`src/rtl/fx2_slavefifo_bridge_if.sv`:
```
// fx2_slavefifo_bridge_if: FX2 slave-FIFO pins plus the rx/tx byte-stream handshakes.
interface fx2_slavefifo_bridge_if;
    logic       flaga;
    logic       flagb;
    logic [7:0] fd_i;
    logic [7:0] fd_o;
    logic       fd_oe;
    logic       sloe;
    logic       slrd;
    logic       slwr;
    logic       pktend;
    logic [1:0] fifoadr;
    logic [7:0] rx_data;
    logic       rx_valid;
    logic       rx_ready;
    logic [7:0] tx_data;
    logic       tx_valid;
    logic       tx_ready;
    logic       tx_flush;
    logic       busy;
    modport master (
        input  flaga, flagb, fd_i, rx_ready, tx_data, tx_valid, tx_flush,
        output fd_o, fd_oe, sloe, slrd, slwr, pktend, fifoadr, rx_data, rx_valid, tx_ready, busy
    );
    modport slave (
        output flaga, flagb, fd_i, rx_ready, tx_data, tx_valid, tx_flush,
        input  fd_o, fd_oe, sloe, slrd, slwr, pktend, fifoadr, rx_data, rx_valid, tx_ready, busy
    );
endinterface

```
`src/rtl/fx2_slavefifo_bridge.sv`:
```
// fx2_slavefifo_bridge: Cypress FX2 slave-FIFO master; EP6 bytes to rx stream, tx stream to EP2 with idle/flush pktend.
module fx2_slavefifo_bridge #(
    parameter int IDLE_PKTEND = 16,
    parameter int PKT_SIZE    = 512
) (
    input  logic                   ifclk,
    input  logic                   reset_n,
    fx2_slavefifo_bridge_if.master bus
);
    localparam int IW = $clog2(IDLE_PKTEND + 1);
    typedef enum logic [2:0] {IDLE, RD_TURN, RD, WR_TURN, WR, PKTEND} state_t;
    state_t        state, state_nxt;
    logic [8:0]    byte_cnt, byte_nxt;
    logic [IW-1:0] idle_cnt, idle_nxt;
    logic          rd, wr;
    always_comb begin
        rd = state == RD && bus.flagb && (!bus.rx_valid || bus.rx_ready);
        wr = state == WR && bus.tx_valid && bus.flaga;
        byte_nxt = state == PKTEND ? '0 : wr ? (byte_cnt == 9'(PKT_SIZE - 1) ? '0 : byte_cnt + 9'd1) : byte_cnt;
        // a stalled write (tx_valid held, flaga low) neither advances nor clears the idle count
        idle_nxt = (state != WR || wr) ? '0 : !bus.tx_valid ? idle_cnt + IW'(1) : idle_cnt;
        state_nxt = state;
        case (state)
            IDLE:    state_nxt = bus.flagb && !bus.rx_valid ? RD_TURN : bus.tx_valid ? WR_TURN : IDLE;
            RD_TURN: state_nxt = RD;
            RD:      state_nxt = bus.flagb ? RD : IDLE;
            WR_TURN: state_nxt = WR;
            WR:      state_nxt = byte_nxt != '0 && (bus.tx_flush || idle_nxt == IW'(IDLE_PKTEND)) ? PKTEND
                               : !bus.tx_valid && byte_cnt == '0 ? IDLE : WR;
            PKTEND:  state_nxt = IDLE;
            default: state_nxt = IDLE;
        endcase
        bus.slrd = !rd;
        bus.slwr = !wr;
        bus.tx_ready = wr;
        bus.sloe = !(state == RD_TURN || state == RD);
        bus.fd_oe = state == WR || state == PKTEND;
        bus.pktend = state != PKTEND;
        bus.fd_o = state == WR ? bus.tx_data : '0;
        bus.busy = state != IDLE;
    end
    always_ff @(posedge ifclk or negedge reset_n) begin
        if (!reset_n) begin
            state <= IDLE;
            byte_cnt <= '0;
            idle_cnt <= '0;
            bus.fifoadr <= 2'b10;
            bus.rx_data <= '0;
            bus.rx_valid <= 1'b0;
        end else begin
            state <= state_nxt;
            byte_cnt <= byte_nxt;
            idle_cnt <= idle_nxt;
            bus.fifoadr <= (state_nxt == WR_TURN || state_nxt == WR || state_nxt == PKTEND) ? 2'b00 : 2'b10;
            bus.rx_data <= rd ? bus.fd_i : bus.rx_data;
            bus.rx_valid <= rd || (bus.rx_valid && !bus.rx_ready);
        end
    end
endmodule

```
`src/flat_wrapper.sv`:
```
// flat-port wrapper written by rule: the top's interface ports become plain ports
module fx2_slavefifo_bridge_flat 
#(
    parameter int IDLE_PKTEND = 16,
    parameter int PKT_SIZE    = 512
)
  (ifclk, reset_n, bus_flaga, bus_flagb, bus_fd_i, bus_rx_ready, bus_tx_data, bus_tx_valid, bus_tx_flush, bus_fd_o, bus_fd_oe, bus_sloe, bus_slrd, bus_slwr, bus_pktend, bus_fifoadr, bus_rx_data, bus_rx_valid, bus_tx_ready, bus_busy);
  fx2_slavefifo_bridge_if bus_i ();
  input  logic ifclk;
  input  logic reset_n;
  input wire logic [$bits(bus_i.flaga)-1:0] bus_flaga;
  input wire logic [$bits(bus_i.flagb)-1:0] bus_flagb;
  input wire logic [$bits(bus_i.fd_i)-1:0] bus_fd_i;
  input wire logic [$bits(bus_i.rx_ready)-1:0] bus_rx_ready;
  input wire logic [$bits(bus_i.tx_data)-1:0] bus_tx_data;
  input wire logic [$bits(bus_i.tx_valid)-1:0] bus_tx_valid;
  input wire logic [$bits(bus_i.tx_flush)-1:0] bus_tx_flush;
  output wire logic [$bits(bus_i.fd_o)-1:0] bus_fd_o;
  output wire logic [$bits(bus_i.fd_oe)-1:0] bus_fd_oe;
  output wire logic [$bits(bus_i.sloe)-1:0] bus_sloe;
  output wire logic [$bits(bus_i.slrd)-1:0] bus_slrd;
  output wire logic [$bits(bus_i.slwr)-1:0] bus_slwr;
  output wire logic [$bits(bus_i.pktend)-1:0] bus_pktend;
  output wire logic [$bits(bus_i.fifoadr)-1:0] bus_fifoadr;
  output wire logic [$bits(bus_i.rx_data)-1:0] bus_rx_data;
  output wire logic [$bits(bus_i.rx_valid)-1:0] bus_rx_valid;
  output wire logic [$bits(bus_i.tx_ready)-1:0] bus_tx_ready;
  output wire logic [$bits(bus_i.busy)-1:0] bus_busy;
  assign bus_i.flaga = bus_flaga;
  assign bus_i.flagb = bus_flagb;
  assign bus_i.fd_i = bus_fd_i;
  assign bus_i.rx_ready = bus_rx_ready;
  assign bus_i.tx_data = bus_tx_data;
  assign bus_i.tx_valid = bus_tx_valid;
  assign bus_i.tx_flush = bus_tx_flush;
  assign bus_fd_o = bus_i.fd_o;
  assign bus_fd_oe = bus_i.fd_oe;
  assign bus_sloe = bus_i.sloe;
  assign bus_slrd = bus_i.slrd;
  assign bus_slwr = bus_i.slwr;
  assign bus_pktend = bus_i.pktend;
  assign bus_fifoadr = bus_i.fifoadr;
  assign bus_rx_data = bus_i.rx_data;
  assign bus_rx_valid = bus_i.rx_valid;
  assign bus_tx_ready = bus_i.tx_ready;
  assign bus_busy = bus_i.busy;
  fx2_slavefifo_bridge #(.IDLE_PKTEND(IDLE_PKTEND), .PKT_SIZE(PKT_SIZE)) u_core (.ifclk(ifclk), .reset_n(reset_n), .bus(bus_i));
endmodule
```
`config.mk`:
```
export PLATFORM = sky130hd
export DESIGN_NAME = fx2_slavefifo_bridge_flat
export DESIGN_NICKNAME = d
export VERILOG_FILES = /design/src/rtl/fx2_slavefifo_bridge_if.sv /design/src/rtl/fx2_slavefifo_bridge.sv /design/src/flat_wrapper.sv
export SDC_FILE = /design/constraint.sdc
export NUM_CORES = 1
export LEC_CHECK = 0
export CORE_MARGIN = 4
export CORE_UTILIZATION = 47
export DETAILED_ROUTE_END_ITERATION = 7
export PLACE_DENSITY_LB_ADDON = 0.05
export SLEW_MARGIN = 10
export SYNTH_ARGS = -nofsm -noshare
export SYNTH_HDL_FRONTEND = slang
export SYNTH_SLANG_ARGS = --single-unit
```
`constraint.sdc`:
```
create_clock -name ifclk -period 2.6 [get_ports ifclk]
set_input_delay 0.52 -clock ifclk [delete_from_list [all_inputs] [get_ports ifclk]]
set_output_delay 0.52 -clock ifclk [all_outputs]
set_load 0.005 [all_outputs]
```
==> Implementation_results.wiki, run 1 <==
{| class="wikitable"
! Metric !! Value
|-
| GR met2 Demand/Resource || 32.81%
|-
| First-pass GRT wire length || 6693 um
|-
| Average detailed-routed wire length per instance || 15.35 um
|-
| Clock Skews || 6.272 ps
|-
| Maximum clock insertion buffer count || 2
|-
| Critical path required time || 2080 ps
|-
| Number of library cell types mapped by synthesis || 53
|-
| Hold Violations, Final || 0
|-
| GR met3 Demand/Resource || 3.494%
|-
| Number of ports placed on the die boundary || 49
|-
| Residual DRC count || 0
|-
| Total number of yosys warnings || 0
|-
| Yosys top cell by area || sky130_fd_sc_hd__dfrtp_1
|-
| RSZ-0062 raised after global routing || false
|-
| Clock insertion delay at the later pin of the skew report || 320 ps
|-
| Fraction of layout cells with a size suffix above 1 || 16.44%
|-
| Power density over the cells || 676.4 nW/um2
|-
| Utilization after layout || 67.15%
|-
| Endpoint arrival time on the critical path || 1990 ps
|-
| Standard-cell row count || 21
|-
| Setup slack after placement || -28.11 ps
|-
| Antenna-violating nets left || 0
|-
| Startpoint type of the worst setup path || input port
|-
| Die Width || 67.55 um
|-
| Synthesized flop and latch total || 27
|-
| Area of the die || 4562 um2
|-
| Clock transition at the register clock pins on the worst setup and hold paths after CTS || 150 ps
|-
| Launch instance of the worst register-to-register path || u_core.byte_cnt[0]
|-
| Pins Over Slew Limit || 0
|-
| Number of optimization iterations in the first detailed-route pass || 4
|-
| Diodes inserted || 0
|-
| Maximum number of pins on one net before global-route repair || 28
|-
| Number of global-route vias before repair || 1466
|-
| Vias after detailed routing || 1493
|-
| Count of max-cap constraint violations || 0
|-
| Leading cell types by total area after synthesis || sky130_fd_sc_hd__dfrtp_1 (39%), sky130_fd_sc_hd__mux2_2 (5.4%), sky130_fd_sc_hd__a21oi_1 (3.6%), sky130_fd_sc_hd__and2_1 (3.0%), sky130_fd_sc_hd__ha_1 (3.0%)
|-
| RR Endpoint || u_core.bus.fifoadr[1]
|-
| Worst hold path class || register to register
|-
| Placed cell count || 265
|-
| Number of vias per cell after detailed routing || 5.509
|-
| CORE AREA || 3390 um2
|-
| Slack of the worst reg-to-reg path || 310 ps
|-
| Number of nets in the synthesized netlist || 198
|-
| Maximum operating frequency || 398.9 MHz
|-
| Remaining global-route overflow || 0
|-
| CTS sink count || 27
|-
| End point of the worst hold path || u_core.bus.rx_data[2]
|-
| FFs w/ async S/R, synth || 100.0%
|-
| Detailed-route wire length || 4161 um
|-
| Total of buffers placed on input and output ports || 47
|-
| TritonCTS buffer count || 3
|-
| Predominant post-synthesis flop cell || sky130_fd_sc_hd__dfrtp_1
|-
| Post-layout minimum cycle time || 2507 ps
|-
| Most crowded layer after global routing || met2
|-
| Number of cells on the worst hold path || 1
|-
| Kind of critical path || input port to output port
|-
| Post-synthesis cell area || 1667 um2
|-
| Critical-path maximum fanout || 5
|-
| Portion of the clock cycle consumed by the worst path in the final layout || 96.43%
|-
| Starting utilization of the core area || 49.17%
|-
| Number of nets in the finished design || 253
|-
| Max H-tree Level || 1
|-
| Number of flops mapped to enable cells by yosys || 0
|-
| Worst slew slack as a fraction of its limit || 63.11%
|-
| Half-perimeter wire length after detailed placement || 3237 um
|-
| RD Place Congestion || 0.8644
|-
| Post-route non-filler standard cell count || 271
|-
| Die extent in y || 67.55 um
|-
| Standby leakage power || 0.0009318 uW
|-
| Violation count after the first detailed-routing iteration || 109
|-
| Gr usage total || 18.98%
|-
| Initial antenna violation count || 0
|-
| Global-route track usage on met1 || 24.03%
|-
| Layout-stage area growth over the synthesis result || 36.56%
|-
| Least setup slack across all paths after layout || 92.83 ps
|-
| Launch instance of the worst min-delay path || u_core.bus.rx_data[2]
|-
| Reg2reg path depth || 9
|-
| Share of Yosys cell area claimed by the top area cell type || 39.04%
|-
| Setup TNS || 0 ps
|-
| Synthesized netlist cell count || 171
|-
| Worst Tran Pin Value || 539.4 ps
|-
| IR drop worst, VDD || 0.0004848 V
|-
| Sequential cell area fraction in the yosys report || 40.62%
|-
| Worst Hold Slack || 520.0 ps
|-
| Status || finished clean
|-
| CTS tree || done
|-
| Crit end category || output port
|-
| Setup violators final || 0
|-
| Syn Area/Cell || 9.746 um2
|-
| Clock root buffer || sky130_fd_sc_hd__clkbuf_4
|}
## worst max-delay path, stage by stage
cell,delay (ps)
sky130_fd_sc_hd__clkdlybuf4s50_1,570
sky130_fd_sc_hd__nand2_1,190
sky130_fd_sc_hd__nor2_2,190
sky130_fd_sc_hd__clkdlybuf4s50_1,520
## registers in the layout, indices dropped and copies added, names as in the netlist
| register | count |
|---|---|
| u_core.bus.fifoadr | 1 |
| u_core.idle_cnt | 5 |
| u_core.bus.rx_data | 8 |
| u_core.byte_cnt | 9 |
| u_core.state | 3 |
| u_core.bus.rx_valid | 1 |
## metal layers
| metal | part of all wire, % | vias up |
|---|---|---|
| met5 | 0 | - |
| met2 | 52 | 54 |
| li1 | - | 727 |
| met1 | 41 | 702 |
| met3 | 5.7 | 10 |
| met4 | 1.2 | 0 |
## through the flow
step	area, um2	total power, uW
final	2276	1540
after global routing	2276	1653
after CTS	2250	1527
after detailed placement	2220	1341
after global placement	2220	1315
after floorplan	1667	974.7
## repair_timing
action,4_1_cts,5_1_grt
hold buffers,0,0
buffers inserted,0,2
resized for setup,1,4
setup endpoints to repair,2,10
## final cells by class
type,instances,area [um2]
inverters,6,22.52
well taps,46,57.56
repair buffers,60,570.5
multi-input cells,128,918.4
clock inverters,1,5.005
flip-flops and latches,27,679.4
fillers,267,1114
clock buffers,3,22.52
## where the power goes
group / internal [uW] / switching [uW] / total [uW]
sequential: 531 / 82.9 / 614
combinational: 461 / 282 / 744
clock: 57.7 / 124 / 182
## cells in the mapped netlist, drive strengths merged (2+ instances only)
master,n
a21boi,2
a21oi,13
a2bb2oi,2
and2,8
and4b,2
buf,4
clkbuf,6
dfrtp,26
ha,4
inv,6
mux2,8
mux2i,3
nand2,4
nand2b,4
nand3,4
nand3b,2
nand4,2
nand4b,2
nor2,14
nor2b,5
nor3,3
nor3b,2
nor4,7
o21a,2
o21ai,4
o31ai,3
or3,2
or3b,3
or4,2
xnor2,4
xor2,3
## cells by family (layout without fill, tap and decap cells)
group | count (synthesis) | after routing | synth area share (%)
buf+inv | 16 | 70 | 4.804
flops | 27 | 27 | 40.62
xor+xnor | 7 | 7 | 3.679
compound gates | 33 | 33 | 13.06
simple gates | 72 | 72 | 27.40
other cells | 1 | 1 | 0.2250
mux | 11 | 11 | 7.207
fa+ha+maj | 4 | 4 | 3.003
## layout by cell type (no fill, tap or decap), drive strengths merged, types with 3 or more instances in the layout
| master | count |
|---|---|
| ha | 4 |
| nor2b | 5 |
| xor2 | 3 |
| mux2i | 3 |
| nor3 | 3 |
| or3b | 3 |
| nand2 | 4 |
| nor4 | 7 |
| nand2b | 4 |
| nand3 | 4 |
| mux2 | 8 |
| buf | 13 |
| o31ai | 3 |
| o21ai | 4 |
| dfrtp | 26 |
| clkdlybuf4s50 | 46 |
| xnor2 | 4 |
| a21oi | 13 |
| clkbuf | 3 |
| and2 | 8 |
| inv | 6 |
| nor2 | 14 |
## how the worst max path moves through the flow
stage / startpoint / endpoint / slack, ps / cells past startpoint
final: bus_flaga / bus_tx_ready / 90 / 4
after global placement: bus_tx_valid / bus_tx_ready / 70 / 4
after global routing: u_core.state[0] / bus_slwr / 1 / 4
after floorplan: u_core.byte_cnt[0] / u_core.bus.fifoadr[1] / 460 / 9
after detailed placement: bus_tx_valid / u_core.bus.fifoadr[1] / -30 / 7
after CTS: u_core.state[1] / bus_fd_o[1] / 5 / 3
Note: power is estimated with default switching activity, not from simulation.
==> run 2: changes to the inputs <==
--- a/config.mk
+++ b/config.mk
@@ -6,7 +6,7 @@
 export NUM_CORES = 1
 export LEC_CHECK = 0
 export CORE_MARGIN = 4
-export CORE_UTILIZATION = 47
+export CORE_UTILIZATION = 51
 export DETAILED_ROUTE_END_ITERATION = 7
 export PLACE_DENSITY_LB_ADDON = 0.05
 export SLEW_MARGIN = 10
==> constraint.sdc (replaced) <==
create_clock -name ifclk -period 3.21 [get_ports ifclk]
set_input_delay 0.642 -clock ifclk [delete_from_list [all_inputs] [get_ports ifclk]]
set_output_delay 0.642 -clock ifclk [all_outputs]
set_load 0.005 [all_outputs]
==> run 2 against run 1 <==
Net effect:
- flip-flop and latch count unchanged
- count of clock-buffer cells in the layout unchanged
- die area decreased by 6.9%
- first-iteration DRC count increased by 13%
- sequential power decreased by 18%
- largest power group unchanged
- highest routed layer unchanged
==> Implementation_results.wiki, run 2 (synthesis gave the netlist of run 1 again) <==
{| class="wikitable"
! Metric !! Value
|-
| Status || finished clean
|-
| Slack of the worst reg-to-reg path || 710 ps
|-
| Fraction of layout cells with a size suffix above 1 || 11.57%
|-
| Least setup slack across all paths after layout || 309.7 ps
|-
| Post-route non-filler standard cell count || 260
|-
| Post-layout minimum cycle time || 2900 ps
|-
| Clock root buffer || sky130_fd_sc_hd__clkbuf_4
|-
| Die Width || 65.17 um
|-
| RR Endpoint || u_core.bus.fifoadr[1]
|-
| Worst path buffer plus inverter count || 2
|-
| Layout-stage area growth over the synthesis result || 31.68%
|-
| Starting utilization of the core area || 54.15%
|-
| Die extent in y || 65.17 um
|-
| Antenna-violating nets left || 0
|-
| Diodes inserted || 0
|-
| CORE AREA || 3078 um2
|-
| Standby leakage power || 0.0008729 uW
|-
| Count of max-cap constraint violations || 0
|-
| First-pass GRT wire length || 6658 um
|-
| Average detailed-routed wire length per instance || 15.24 um
|-
| Detailed-route wire length || 3962 um
|-
| RD Place Congestion || 0.8498
|-
| Hold Violations, Final || 0
|-
| Cell-by-cell trace of the critical path || clkdlybuf4s50_1, nand2_1, nor2_2, clkdlybuf4s50_1
|-
| Cell count along the critical path || 4
|-
| Family with the most delay on the worst path || buffers and inverters
|-
| RSZ-0062 raised after global routing || false
|-
| Most common cell after layout, fill and taps aside || sky130_fd_sc_hd__clkdlybuf4s50_1
|-
| Pins Over Slew Limit || 0
|-
| Standard-cell row count || 20
|-
| Longest individual stage delay on the worst path || 570 ps
|-
| Critical-path maximum fanout || 6
|-
| Reg2reg path depth || 9
|-
| Sequential cell area || 676.9 um2
|-
| Crit end category || output port
|-
| Setup violators final || 0
|-
| Worst Tran Pin Value || 571.9 ps
|-
| Launch instance of the worst min-delay path || u_core.bus.rx_data[2]
|-
| Gr usage total || 19.66%
|-
| Worst slew slack as a fraction of its limit || 61.52%
|-
| Number of hold buffers added after CTS || 0
|-
| Half-perimeter wire length after detailed placement || 3133 um
|-
| Clock transition at the register clock pins on the worst setup and hold paths after CTS || 150 ps
|-
| Critical path required time || 2570 ps
|-
| Portion of the clock cycle consumed by the worst path in the final layout || 90.35%
|-
| Setup slack after placement || 332.9 ps
|-
| Number of optimization iterations in the first detailed-route pass || 6
|-
| Area of combinational cells with multiple inputs || 909.6 um2
|-
| Number of vias per cell after detailed routing || 5.750
|-
| Remaining global-route overflow || 0
|-
| Count of instances resized after the clock tree is built || 0
|-
| CTS sink count || 27
|-
| Number of nets in the finished design || 244
|-
| Clock insertion delay at the later pin of the skew report || 330 ps
|-
| Number of cells on the worst hold path || 1
|-
| TritonCTS buffer count || 3
|-
| Area of the die || 4246 um2
|-
| IR drop worst, VDD || 0.0003110 V
|-
| Residual DRC count || 0
|-
| Commonest cells after routing, fill and taps aside || sky130_fd_sc_hd__clkdlybuf4s50_1 (47), sky130_fd_sc_hd__dfrtp_1 (26), sky130_fd_sc_hd__nor2_1 (13), sky130_fd_sc_hd__a21oi_1 (12)
|-
| Maximum operating frequency || 344.8 MHz
|-
| Critical path's slowest cell || sky130_fd_sc_hd__clkdlybuf4s50_1
|-
| Launch instance of the worst register-to-register path || u_core.byte_cnt[1]
|-
| Initial antenna violation count || 0
|-
| Critical Path Start || bus_flaga
|-
| Startpoint type of the worst setup path || input port
|-
| Kind of critical path || input port to output port
|-
| Registers with the highest flip-flop counts || u_core.byte_cnt (9), u_core.bus.rx_data (8), u_core.idle_cnt (5)
|-
| Placed cell count || 256
|-
| Vias after detailed routing || 1495
|-
| Max H-tree Level || 1
|-
| Violation count after the first detailed-routing iteration || 123
|-
| Number of global-route vias before repair || 1431
|-
| Worst hold path class || register to register
|-
| Clock Skews || 11.84 ps
|-
| Fillers || 238
|-
| Number of setup buffers added after CTS || 0
|-
| Most flop-heavy register || u_core.byte_cnt
|-
| End point of the worst hold path || u_core.bus.rx_data[2]
|-
| Cell with the most instances on the worst path || sky130_fd_sc_hd__clkdlybuf4s50_1
|-
| Power density over the cells || 550.1 nW/um2
|-
| Max FFs per register || 9
|-
| Setup TNS || 0 ps
|-
| Total of buffers placed on input and output ports || 47
|-
| Maximum clock insertion buffer count || 2
|-
| Number of ports placed on the die boundary || 49
|-
| CTS tree || done
|-
| Maximum number of pins on one net before global-route repair || 28
|-
| Endpoint arrival time on the critical path || 2260 ps
|}
==> run 2: worst max-delay path by stage <==
stage	end	slack, ps
after floorplan	u_core.bus.fifoadr[1]	1070
after global placement	bus_tx_ready	410
after detailed placement	bus_tx_ready	330
after CTS	bus_tx_ready	340
after global routing	bus_slwr	200
final	bus_tx_ready	310
==> run 2: routing by layer <==
metal / wire length, um / up-vias / track usage (%)
met5: 0 / - / 0
met4: 34 / 0 / 3.886
met3: 236 / 6 / 2.906
met2: 2079 / 61 / 34.64
met1: 1611 / 722 / 25.63
li1: - / 706 / -
==> run 2: final cells by class <==
cell class              count  area share, %
clock buffers               3          1.026
multi-input cells         128          41.45
flip-flops and latches     27          30.84
repair buffers             51          22.81
clock inverters             1         0.3421
inverters                   6          1.026
well taps                  44          2.509
==> run 2: report_power, final <==
| part | switching (uW) | internal, uW | leakage [uW] | total (uW) |
|---|---|---|---|---|
| logic | 214 | 340 | 0.000507 | 554 |
| registers | 76.4 | 428 | 0.000352 | 504 |
| clock network | 102 | 47.7 | 0.0000139 | 150 |
| total | 392 | 815 | 0.000873 | 1210 |
==> run 2: per-stage QoR <==
stage | power [uW] | instance area (um2) | util [%] | hold slack [ps]
finish | 1207 | 2195 | 71.30 | 524.1
global placement | 1046 | 2165 | 70.33 | 485.3
floorplan | 789.5 | 1667 | - | 346.4
detailed placement | 1067 | 2165 | 70.33 | 493.0
global route | 1304 | 2195 | 71.30 | 546.7
CTS | 1222 | 2195 | 71.30 | 528.3
==> run 2: worst register-to-register path: stages (launching register included) <==
cell and delay [ps]:
sky130_fd_sc_hd__dfrtp_1 500, sky130_fd_sc_hd__ha_1 260, sky130_fd_sc_hd__nand3_1 90, sky130_fd_sc_hd__nor2_1 60, sky130_fd_sc_hd__ha_1 190, sky130_fd_sc_hd__and3_1 190, sky130_fd_sc_hd__o21a_1 280, sky130_fd_sc_hd__nor4_1 580
sky130_fd_sc_hd__nor4b_1 120, sky130_fd_sc_hd__a21o_1 200
==> run 3: changes to the inputs <==
--- a/config.mk
+++ b/config.mk
@@ -6,8 +6,9 @@
 export NUM_CORES = 1
 export LEC_CHECK = 0
 export CORE_MARGIN = 4
-export CORE_UTILIZATION = 51
+export CORE_UTILIZATION = 65
 export DETAILED_ROUTE_END_ITERATION = 7
+export DONT_BUFFER_PORTS = 1
 export PLACE_DENSITY_LB_ADDON = 0.05
 export SLEW_MARGIN = 10
 export SYNTH_ARGS = -nofsm -noshare
==> run 3 against run 2 <==
Net effect:
- power is 17% lower
- flip-flop and latch count stayed put
- die area is 19% lower
- final cell count is 25% lower
- combinational power is 43% lower
- register-to-register slack better by 100 ps
- core utilization is 2.2 points lower
- critical path depth is 1 lower
- clock skew is 4.1 ps lower
- maximum frequency is 7.8% higher
- via count is 12% lower
- critical path type is now register to output port
- largest cell class unchanged
==> Implementation_results.wiki, run 3 (synthesis gave the netlist of run 1 again) <==
{| class="wikitable"
! Metric !! Value
|-
| Remaining global-route overflow || 0
|-
| Clock insertion delay at the later pin of the skew report || 340 ps
|-
| Launch instance of the worst register-to-register path || u_core.byte_cnt[0]
|-
| Gr usage total || 23.92%
|-
| Commonest cells after routing, fill and taps aside || sky130_fd_sc_hd__dfrtp_1 (26), sky130_fd_sc_hd__nor2_1 (13), sky130_fd_sc_hd__a21oi_1 (12), sky130_fd_sc_hd__and2_1 (8), sky130_fd_sc_hd__mux2_2 (8)
|-
| Standard-cell row count || 18
|-
| Least setup slack across all paths after layout || 518.3 ps
|-
| Setup violators final || 0
|-
| Number of ports placed on the die boundary || 49
|-
| Critical path's slowest cell || sky130_fd_sc_hd__or3b_1
|-
| Post-layout minimum cycle time || 2692 ps
|-
| IR drop worst, VDD || 0.0006302 V
|-
| CTS sink count || 27
|-
| Number of optimization iterations in the first detailed-route pass || 4
|-
| TritonCTS buffer count || 3
|-
| Half-perimeter wire length after detailed placement || 2831 um
|-
| Fillers || 198
|-
| Status || finished clean
|-
| Utilization after layout || 69.11%
|-
| Clock transition at the register clock pins on the worst setup and hold paths after CTS || 150 ps
|-
| Hold Violations, Final || 0
|-
| Kind of critical path || register to output port
|-
| RR Endpoint || u_core.bus.fifoadr[1]
|-
| Max H-tree Level || 1
|-
| Crit end category || output port
|-
| Final Total Pwr || 1004 uW
|-
| Worst hold path class || input port to async pin
|-
| Worst Tran Pin Value || 516.1 ps
|-
| Maximum number of pins on one net before global-route repair || 27
|-
| Sequential cell area || 676.9 um2
|-
| Pins Over Slew Limit || 0
|-
| Die Width || 58.64 um
|-
| Area of the die || 3438 um2
|-
| Worst slew slack as a fraction of its limit || 64.71%
|-
| Number of setup buffers added after CTS || 0
|-
| Number of nets in the finished design || 194
|-
| Vias after detailed routing || 1316
|-
| Antenna-violating nets left || 0
|-
| Count of max-cap constraint violations || 0
|-
| RD Place Congestion || 0.8904
|-
| Registers with the highest flip-flop counts || u_core.byte_cnt (9), u_core.bus.rx_data (8), u_core.idle_cnt (5)
|-
| Setup TNS || 0 ps
|-
| Initial antenna violation count || 0
|-
| Number of vias per cell after detailed routing || 6.714
|-
| Clock Skews || 7.747 ps
|-
| Total of buffers placed on input and output ports || 0
|-
| RSZ-0062 raised after global routing || false
|-
| Maximum operating frequency || 371.5 MHz
|-
| Most flop-heavy register || u_core.byte_cnt
|-
| Worst path buffer plus inverter count || 1
|-
| Number of global-route vias before repair || 1345
|-
| Max FFs per register || 9
|-
| Critical-path maximum fanout || 15
|-
| Maximum clock insertion buffer count || 2
|-
| Longest individual stage delay on the worst path || 650 ps
|-
| Reg2reg path depth || 9
|-
| Cell count along the critical path || 3
|-
| Detailed-route wire length || 3816 um
|-
| Setup slack after placement || 839.5 ps
|-
| Layout-stage area growth over the synthesis result || 1.802%
|-
| Standby leakage power || 0.0006832 uW
|-
| Family with the most delay on the worst path || simple AND/OR/NAND/NOR gates
|-
| Average detailed-routed wire length per instance || 19.47 um
|-
| Diodes inserted || 0
|-
| Violation count after the first detailed-routing iteration || 78
|-
| Endpoint arrival time on the critical path || 2050 ps
|-
| Critical path required time || 2570 ps
|-
| Portion of the clock cycle consumed by the worst path in the final layout || 83.85%
|-
| Most common cell after layout, fill and taps aside || sky130_fd_sc_hd__dfrtp_1
|-
| CORE AREA || 2455 um2
|-
| CTS tree || done
|-
| Residual DRC count || 0
|-
| Fraction of layout cells with a size suffix above 1 || 13.25%
|-
| Area of combinational cells with multiple inputs || 909.6 um2
|-
| First-pass GRT wire length || 6175 um
|-
| Power density over the cells || 591.8 nW/um2
|-
| Critical Path Start || u_core.state[0]
|-
| Starting utilization of the core area || 67.89%
|-
| Cell-by-cell trace of the critical path || or3b_1, nor2_2, inv_1
|-
| Clock root buffer || sky130_fd_sc_hd__clkbuf_4
|-
| Startpoint type of the worst setup path || register
|-
| Die extent in y || 58.64 um
|-
| Slack of the worst reg-to-reg path || 810 ps
|}
## run 3: cell types whose count changed in the layout (fill, tap and decap cells not counted)
cell / change
sky130_fd_sc_hd__clkdlybuf4s50_1: -47
sky130_fd_sc_hd__buf_4: -4
sky130_fd_sc_hd__buf_12: +1
## run 3: cell type report
type / count / area share (%)
Clock inverter: 1 / 0.4425
Tap cell: 30 / 2.212
Inverter: 6 / 1.327
Multi-Input combinational cell: 128 / 53.61
Clock buffer: 3 / 1.327
Timing Repair Buffer: 1 / 1.180
Sequential cell: 27 / 39.90
## run 3: worst max path at each step
stage,end,slack (ps)
after global placement,u_core.state[0],900
after global routing,bus_slwr,370
final,bus_slwr,520
after floorplan,u_core.bus.fifoadr[1],1070
after CTS,bus_slwr,520
after detailed placement,u_core.bus.fifoadr[1],840
## run 3: per-stage QoR
step	hold slack [ps]	area, um2	std cells
floorplan	346.4	1667	171
global placement	347.1	1647	191
detailed placement	347.3	1647	191
CTS	92.83	1697	196
global route	70.67	1697	196
finish	84.21	1697	196
## run 3: repair_timing
action,4_1_cts,5_1_grt
hold endpoints to repair,26,0
hold buffers,1,0
gates resized for setup,0,0
## run 3: report_power, final
part           total (uW)  switching, uW  internal (uW)  leakage [uW]
Combinational         316            153            163      0.000318
Sequential            533            104            428      0.000352
Clock                 155            107           48.0     0.0000139
Total                1000            365            640      0.000683
## run 3: metal layers
layer / GRT usage (%) / share of wire (%) / routed length, um
met5: 0 / 0 / 0
met4: 12.30 / 1.9 / 72
met3: 4.167 / 7.2 / 275
met2: 40.99 / 53 / 2016
met1: 28.77 / 38 / 1452
## run 3: worst reg2reg max path, delay by kind of cell, from the launching register on
kind            cells  cell delay (ps)
compound gates      2              480
fa+ha+maj           2              460
flops               1              490
simple gates        5              930
